## config.mk

```make
export PLATFORM = sky130hd
export DESIGN_NAME = oam_dma
export DESIGN_NICKNAME = d
export VERILOG_FILES = /design/src/rtl/oam_dma_pkg.sv /design/src/rtl/oam_dma.sv
export SDC_FILE = /design/constraint.sdc
export NUM_CORES = 1
export LEC_CHECK = 0
export ABC_AREA = 1
export CAP_MARGIN = 20
export CORE_ASPECT_RATIO = 0.8
export CORE_MARGIN = 1
export CORE_UTILIZATION = 52
export CTS_BUF_LIST = sky130_fd_sc_hd__clkbuf_16
export DETAILED_ROUTE_END_ITERATION = 6
export HOLD_SLACK_MARGIN = 0.15
export PLACE_DENSITY_LB_ADDON = 0.25
export SLEW_MARGIN = 5
export SYNTH_ARGS = -nofsm -noshare
export SYNTH_HDL_FRONTEND = slang
export SYNTH_SLANG_ARGS = --single-unit
```

## constraint.sdc

```tcl
create_clock -name clk -period 2.7 [get_ports clk]
set_input_delay 0.54 -clock clk [delete_from_list [all_inputs] [get_ports clk]]
set_output_delay 0.54 -clock clk [all_outputs]
set_load 0.02 [all_outputs]
```

## src/rtl/oam_dma_pkg.sv

```systemverilog
// Shared constants and state encoding for the OAM DMA controller.
package oam_dma_pkg;

  localparam int unsigned ADDR_W = 16;
  localparam int unsigned DATA_W = 8;

  // CPU register addresses seen on the shared bus
  localparam logic [ADDR_W-1:0] DMA_REG_ADDR = 16'h4014;
  localparam logic [ADDR_W-1:0] OAM_REG_ADDR = 16'h2004;

  // Transfer sequencer states (3-bit encoding)
  typedef enum logic [2:0] {
    ST_IDLE  = 3'd0,
    ST_HALT  = 3'd1,
    ST_ALIGN = 3'd2,
    ST_READ  = 3'd3,
    ST_WRITE = 3'd4
  } dma_state_e;

endpackage

```

## src/rtl/oam_dma.sv

```systemverilog
// OAM DMA: halts the CPU and copies one 256-byte page into OAMDATA,
// alternating READ/WRITE bus cycles paced by the CPU-cycle enable.
module oam_dma
  import oam_dma_pkg::*;
(
  input  logic              clk,
  input  logic              rstn_in,
  input  logic              cpu_ce,
  input  logic [ADDR_W-1:0] cpu_addr,
  input  logic              cpu_rnw,
  input  logic [DATA_W-1:0] cpu_dout,
  input  logic              cpu_halted,
  output logic              cpu_rdy,
  output logic              bus_own,
  output logic [ADDR_W-1:0] bus_addr,
  output logic              bus_rnw,
  output logic [DATA_W-1:0] bus_dout,
  input  logic [DATA_W-1:0] bus_din,
  output logic              dma_active
);

  dma_state_e        state_q, state_d;
  logic              parity_q, parity_d;
  logic [DATA_W-1:0] page_q, page_d;
  logic [7:0]        idx_q, idx_d;
  logic [7:0]        idx_inc;
  logic              cpu_rdy_q, cpu_rdy_d;
  logic              bus_own_q, bus_own_d;
  logic              dma_active_q, dma_active_d;
  logic [ADDR_W-1:0] bus_addr_q, bus_addr_d;
  logic              bus_rnw_q, bus_rnw_d;
  logic [DATA_W-1:0] bus_dout_q, bus_dout_d;

  // Byte index within the page; wraps in 8 bits so the page never carries
  assign idx_inc = idx_q + 8'd1;

  // Next-state and next-output logic; everything holds between CPU cycles
  always_comb begin
    state_d      = state_q;
    parity_d     = parity_q;
    page_d       = page_q;
    idx_d        = idx_q;
    cpu_rdy_d    = cpu_rdy_q;
    bus_own_d    = bus_own_q;
    dma_active_d = dma_active_q;
    bus_addr_d   = bus_addr_q;
    bus_rnw_d    = bus_rnw_q;
    bus_dout_d   = bus_dout_q;

    if (cpu_ce) begin
      parity_d = ~parity_q;
      case (state_q)
        ST_IDLE: begin
          if ((cpu_addr == DMA_REG_ADDR) && !cpu_rnw) begin
            page_d       = cpu_dout;
            idx_d        = 8'd0;
            cpu_rdy_d    = 1'b0;
            dma_active_d = 1'b1;
            state_d      = ST_HALT;
          end
        end
        ST_HALT: begin
          // parity_q=1 now means the next cycle is even, so reads can start
          if (cpu_halted) begin
            bus_own_d = 1'b1;
            bus_rnw_d = 1'b1;
            if (parity_q) begin
              bus_addr_d = {page_q, idx_q};
              state_d    = ST_READ;
            end else begin
              state_d    = ST_ALIGN;
            end
          end
        end
        ST_ALIGN: begin
          bus_addr_d = {page_q, idx_q};
          bus_rnw_d  = 1'b1;
          state_d    = ST_READ;
        end
        ST_READ: begin
          bus_dout_d = bus_din;
          bus_addr_d = OAM_REG_ADDR;
          bus_rnw_d  = 1'b0;
          state_d    = ST_WRITE;
        end
        ST_WRITE: begin
          idx_d     = idx_inc;
          bus_rnw_d = 1'b1;
          if (idx_q == 8'hFF) begin
            cpu_rdy_d    = 1'b1;
            bus_own_d    = 1'b0;
            dma_active_d = 1'b0;
            state_d      = ST_IDLE;
          end else begin
            bus_addr_d = {page_q, idx_inc};
            state_d    = ST_READ;
          end
        end
        default: state_d = ST_IDLE;
      endcase
    end
  end

  // State and output registers
  always_ff @(posedge clk or negedge rstn_in) begin
    if (!rstn_in) begin
      state_q      <= ST_IDLE;
      parity_q     <= 1'b0;
      page_q       <= '0;
      idx_q        <= '0;
      cpu_rdy_q    <= 1'b1;
      bus_own_q    <= 1'b0;
      dma_active_q <= 1'b0;
      bus_addr_q   <= '0;
      bus_rnw_q    <= 1'b1;
      bus_dout_q   <= '0;
    end else begin
      state_q      <= state_d;
      parity_q     <= parity_d;
      page_q       <= page_d;
      idx_q        <= idx_d;
      cpu_rdy_q    <= cpu_rdy_d;
      bus_own_q    <= bus_own_d;
      dma_active_q <= dma_active_d;
      bus_addr_q   <= bus_addr_d;
      bus_rnw_q    <= bus_rnw_d;
      bus_dout_q   <= bus_dout_d;
    end
  end

  assign cpu_rdy    = cpu_rdy_q;
  assign bus_own    = bus_own_q;
  assign dma_active = dma_active_q;
  assign bus_addr   = bus_addr_q;
  assign bus_rnw    = bus_rnw_q;
  assign bus_dout   = bus_dout_q;

endmodule

```

==> flow_metrics.tcl, run 1 <==
set metrics [dict create \
    outcome "finished clean" \
    grtUsageMet2_pct 42.9 \
    pwr-share-clk_pct 27.7 \
    ys_seq_area_share_pct 49.5 \
    p_int_mw 1.80 \
    yosysTopAreaCell "dfrtp_1" \
    ir_drop_mv 0.635 \
    met3_usage_pct 5.80 \
    hold_path.class "in2async" \
    viasPerCell 5.12 \
    postSynthAreaPerCell_sq_um 8.11 \
    syn-num-nets 338 \
    rows 21 \
    grt_busiest_layer "met2" \
    initial_core_util_pct 56.1 \
    fp.dieArea_sq_um 4960 \
    crit_slowest_cell "dfrtp_1" \
    worstMarginPinSlew_ps 484 \
    slew_headroom_pct 67.7 \
    htreeDepth 2 \
    endpoint_kind "register" \
    die_h_um 63.2 \
    sw_frac_of_total_pct 38.0 \
    synth_xor_area_share_pct 0.360 \
    grt_usage_pct 25.9 \
    cp.arrival_ps 2240 \
    synth_common_cells "120 x nand2_1, 46 x dfrtp_1, 28 x nor2_1, 16 x inv_1, 15 x o21ai_0" \
    final_nets 406 \
    pwr_density_cell_nw_per_um2 881 \
    drtIter0Drc 152 \
    power_switching_mw 1.10 \
    worstSkewPairLatency_ps 290 \
    drv_cap 0 \
    cts_tree "built" \
    synth_compound_area_share_pct 7.15 \
    grt_max_degree 28 \
    postCtsSetupBuffers 0 \
    globalplace.congestion 0.913 \
    grt_pass1_wl_mm 9.83 \
    postRouteAntennaNets 0 \
    crit_required_ps 2880 \
    portBuffers 64 \
    synth.distinct_cells 29 \
    cts_resized 0 \
    met1_usage_pct 33.6 \
    n_antenna_cell 0 \
    grt_remaining_overflow 0 \
    async_flop_share_pct 100 \
    slew_viol_final 0 \
    area_growth_pct 35.8 \
    hold_buffers 0 \
    crit_type "reg2reg" \
    mappedNetlistArea_sq_um 2430 \
    slowest_delay_ps 550 \
    numCtsBuffers 5 \
    clk_path_buf_depth 2 \
    combPwrFrac_pct 38.1 \
    synth_fa_ha_area_share_pct 0.514 \
    regArea_sq_um 1200 \
    synth_edf_count 0 \
    muxShareOfSynthArea_pct 0 \
    crit_path_max_fanout 11 \
    pwr-share-seq_pct 34.1 \
    crit_family "simple AND/OR/NAND/NOR gates" \
    cts_root_buf "clkbuf_16" \
    setup_tns_ps 0 \
    wl_mm 5.64 \
    finClkSkew_ps 4.38 \
    boundaryPins 65 \
    clkSinkCount 48 \
    p_leak_nw 1.61 \
    rsz0062_at_grt "no" \
    fin_crit_ps 2060 \
    yosys_warnings 0 \
    dieWidth_um 78.5 \
    yosysMostFrequentCell "nand2_1" \
    post_drt_wl_per_cell_um 13.2 \
    synth_area_leaders "dfrtp_1 47%, nand2_1 19%, nor2_1 4.3%" \
    crit_chain "nor2_1 > nand2_1 > nor2_2 > inv_2 > nand2_1 > nand2_1" \
    period_share_pct 76.3 \
    drc 0 \
    synth-seq-cells 48 \
    yosys.area_share.simple_pct 37.0 \
    core_sq_um 4340 \
    grt_pass1_vias 2117 \
    dpl.hpwl_mm 4.14 \
    cpMostUsedCell "nand2_1" \
    antenna_found_initial 0 \
    synth_top_family_by_area "simple AND/OR/NAND/NOR gates" \
    crit_buf_inv 1 \
    hold_slack_ps 202 \
    yosysTopAreaCellShare_pct 47.3 \
    fin_util_pct 76.2 \
    finalPower_mw 2.91 \
    multi_input_area_sq_um 1090 \
    drt_pass1_iterations 4 \
    synthCells 300 \
    max_freq_mhz 486 \
    start_kind "register" \
    vias 2182 \
    n_fill_cell 322 \
    path_clk_slew_ps 70 \
    synth_flop_cell "dfrtp_1" \
    hold_viol 0 \
    drive_gt1_share_pct 12.7 \
    setup_viol 0 \
]
-- placed cells by master, fill, tap and decap left out --
master | netlist | routed
nand2_1 | 120 | 120
clkdlybuf4s50_1 | 0 | 63
dfrtp_1 | 46 | 46
nor2_1 | 28 | 28
inv_1 | 16 | 16
o21ai_0 | 15 | 15
nand3_1 | 14 | 14
nand4_1 | 11 | 11
o21ai_2 | 9 | 9
nand2_2 | 8 | 8
clkbuf_16 | 0 | 5
a21oi_1 | 4 | 4
inv_2 | 3 | 3
nor2_2 | 3 | 3
nor2_4 | 3 | 3
inv_4 | 2 | 2
nand3_4 | 2 | 2
dfstp_2 | 2 | 2
bufinv_16 | 0 | 2
buf_4 | 0 | 2
or2_0 | 1 | 1
nor3b_1 | 1 | 1
nand2_4 | 1 | 1
nand3_2 | 1 | 1
nand2_8 | 1 | 1
nand4_2 | 1 | 1
clkinv_1 | 1 | 1
xor2_1 | 1 | 1
ha_1 | 1 | 1
inv_6 | 0 | 1
buf_2 | 1 | 1
-- sequential cells by signal, summed over array words and instances, names as in the netlist --
register	flops
parity_q	1
page_q	8
state_q	3
bus_addr	16
idx_q	8
bus_own	1
dma_active	1
bus_rnw	1
bus_dout	8
cpu_rdy	1
-- worst register-to-register path, delay by kind of cell (launching register included) --
family,cells,cell delay [ps]
and+or+nand+nor,5,1220
DFF,1,550
buffers and inverters,1,170
-- cell type report --
class                   count  area share [%]
inverters                  22            2.65
multi-input cells         225            33.2
repair buffers             66            19.7
well taps                  57            2.16
flip-flops and latches     48            36.5
clock buffers               5            3.79
clock inverters             3            2.08
-- final timing paths --
kind                                  from           to  slack, ps  cells after the start
worst min-delay path               rstn_in     idx_q[3]        200                      1
worst max register to register  state_q[2]  bus_dout[7]        640                      6
worst max-delay path            state_q[2]  bus_dout[7]        640                      6
min in group clk                   cpu_rdy      cpu_rdy        470                      2
max in group asynchronous          rstn_in      bus_rnw       1730                      2
worst min register to register     cpu_rdy      cpu_rdy        470                      2
-- power groups by stage --
stage	combinational [mW]	clock, mW	sequential (mW)
after global placement	1.06	0	0.997
after global routing	1.22	0.852	1.01
after detailed placement	1.09	0	1.00
after CTS	1.11	0.815	0.992
final	1.11	0.807	0.992
after floorplan	0.668	0	1.08
-- logic make-up after synthesis --
| kind of cell | Yosys count |
|---|---|
| simple gates | 195 |
| buf+inv | 27 |
| compound gates | 28 |
| xor+xnor | 1 |
| flops | 48 |
| fa+ha+maj | 1 |
-- through the flow --
stage | setup slack [ps] | instance area (sq um) | cells
after global placement | 652 | 3110 | 418
final | 640 | 3300 | 426
after floorplan | 1220 | 2430 | 300
after global routing | 425 | 3300 | 426
after CTS | 617 | 3300 | 426
after detailed placement | 583 | 3110 | 418
-- per-layer routing --
layer | wire length (um) | up-vias
met4 | 72 | 0
met3 | 306 | 7
li1 | - | 1093
met1 | 2550 | 1014
met2 | 2720 | 68
met5 | 0 | -
No activity file was read; power rests on OpenSTA's default activity.
==> run 2, diff against run 1 <==
--- a/config.mk
+++ b/config.mk
@@ -9,7 +9,7 @@
 export CAP_MARGIN = 20
 export CORE_ASPECT_RATIO = 0.8
 export CORE_MARGIN = 1
-export CORE_UTILIZATION = 52
+export CORE_UTILIZATION = 48
 export CTS_BUF_LIST = sky130_fd_sc_hd__clkbuf_16
 export DETAILED_ROUTE_END_ITERATION = 6
 export HOLD_SLACK_MARGIN = 0.15
==> constraint.sdc (replaced) <==
create_clock -name clk -period 1.98 [get_ports clk]
set_input_delay 0.396 -clock clk [delete_from_list [all_inputs] [get_ports clk]]
set_output_delay 0.396 -clock clk [all_outputs]
set_load 0.02 [all_outputs]
==> run 2 against run 1 <==
  * Final cell count increased by 2.3%
  * Flip-flop and latch count unchanged
  * Critical path depth down 5
  * Power rose by 29%
  * Core utilization down 5.8 points
  * Die area up 8.1%
  * Non-clock buffer count grew 7
  * Register-to-register slack worse by 370 ps
  * Design area up 0.83%
  * Global-route usage decreased by 2.4 points
  * Count of clock-buffer cells in the layout stayed put
  * Via count is 1.4% higher
  * Highest routed layer unchanged
==> flow_metrics.tcl, run 2 (synthesized netlist as in run 1, its figures left out) <==
set metrics [dict create \
    viasPerCell 5.07 \
    crit_type "reg2out" \
    crit_buf_inv 1 \
    grt_busiest_layer "met2" \
    met3_usage_pct 5.14 \
    drv_cap 0 \
    post_drt_wl_per_cell_um 12.6 \
    met1_usage_pct 31.9 \
    boundaryPins 65 \
    final_common_cell "nand2_1" \
    reg2reg_depth 8 \
    setup_tns_ps 0 \
    crit_required_ps 1580 \
    finClkSkew_ps 5.17 \
    max_freq_mhz 551 \
    slew_viol_final 0 \
    grtUsageMet2_pct 37.4 \
    drtIter0Drc 206 \
    clk_path_buf_depth 2 \
    portBuffers 64 \
    mostFrequentLayoutCells "120 x nand2_1, 63 x clkdlybuf4s50_1, 46 x dfrtp_1" \
    grt_pass1_vias 2023 \
    cts_resized 0 \
    start_kind "register" \
    worstMarginPinSlew_ps 476 \
    hold_path.class "reg2reg" \
    postRouteAntennaNets 0 \
    fp.dieArea_sq_um 5360 \
    crit_family "buffers and inverters" \
    drt_pass1_iterations 4 \
    cts_root_buf "clkbuf_16" \
    dpl_worst_slack_ps 156 \
    finalPower_mw 3.74 \
    setup.worst_path.start "cpu_rdy" \
    path_depth 1 \
    reg2reg_to "bus_addr[8]" \
    initial_core_util_pct 51.4 \
    endpoint_kind "output pin" \
    htreeDepth 2 \
    worstSkewPairLatency_ps 290 \
    period_share_pct 91.7 \
    cts_tree "built" \
    slowest_delay_ps 600 \
    path_clk_slew_ps 60 \
    crit_path_max_fanout 2 \
    clkSinkCount 48 \
    grt_usage_pct 23.5 \
    wl_mm 5.51 \
    reg2reg_from "state_q[2]" \
    antenna_found_initial 0 \
    area_growth_pct 36.9 \
    numCtsBuffers 5 \
    outcome "finished clean" \
    cp.arrival_ps 1420 \
    pwr_density_cell_nw_per_um2 1120 \
    setup_viol 0 \
    slew_headroom_pct 68.3 \
    fin_cells 436 \
    finalWorstSetupSlack_ps 164 \
    rsz0062_at_grt "no" \
    core_sq_um 4730 \
    r2r_slack_ps 270 \
    dp.cells 427 \
    grt_max_degree 30 \
    globalplace.congestion 0.882 \
    fin_area_sq_um 3330 \
    largest_reg_flops 16 \
    fin_crit_ps 1820 \
    fin_util_pct 70.3 \
    drive_gt1_share_pct 13.6 \
    crit_end "cpu_rdy" \
    ir_drop_mv 0.684 \
    placed_area_sq_um 3180 \
    drc 0 \
    grt_remaining_overflow 0 \
    hold_viol 0 \
    crit_slowest_cell "clkdlybuf4s50_1" \
    vias 2212 \
    n_fill_cell 399 \
    crit_chain "clkdlybuf4s50_1" \
    final_nets 413 \
    die_h_um 65.7 \
    hold_slack_ps 468 \
    p_leak_nw 1.63 \
    n_antenna_cell 0 \
    rows 22 \
    dpl.hpwl_mm 3.97 \
    dieWidth_um 81.6 \
    grt_pass1_wl_mm 9.54 \
]
[run 2: cell count changes in the layout (fill, tap and decap cells not counted), sizes merged]
cell and change:
dlygate4sd3 +1, bufinv -2, clkinv +1, inv +1, buf +6
[run 2: worst min-delay path, stage by stage (launching register included)]
cell,delay (ps)
dfrtp_1,340
nand2_1,50
nand2_1,40
[run 2: cell type report]
cell class	count	area [sq um]	share of cell area, %
Clock buffer	5	125	3.76
Clock inverter	3	12.5	0.376
Inverter	22	87.6	2.63
Multi-Input combinational cell	225	1090	32.9
Sequential cell	48	1200	36.2
Tap cell	60	75.1	2.25
Timing Repair Buffer	73	731	21.9
[run 2: worst min-delay path by stage]
stage | from | end | slack, ps | cells past startpoint
6_report | bus_dout[3] | bus_dout[3] | 470 | 2
5_1_grt | parity_q | parity_q | 490 | 1
2_1_floorplan | rstn_in | bus_addr[0] | 100 | 0
3_3_place_gp | rstn_in | bus_addr[5] | 370 | 1
3_5_place_dp | rstn_in | bus_addr[7] | 370 | 1
4_1_cts | cpu_rdy | cpu_rdy | 470 | 2
[run 2: where the power goes]
group	internal, mW	switching, mW
Combinational	0.628	0.955
Sequential	1.18	0.174
Clock	0.457	0.344
[run 2: routing by layer]
layer	up-vias	routed length (um)
met4	0	34
met1	1009	2580
met5	-	0
li1	1110	-
met3	5	355
met2	88	2530
[run 2: timing repair]
action | 4_1_cts | 5_1_grt
buffers inserted | 0 | 0
hold buffers | 1 | 0
endpoints found under the hold margin | 19 | 0
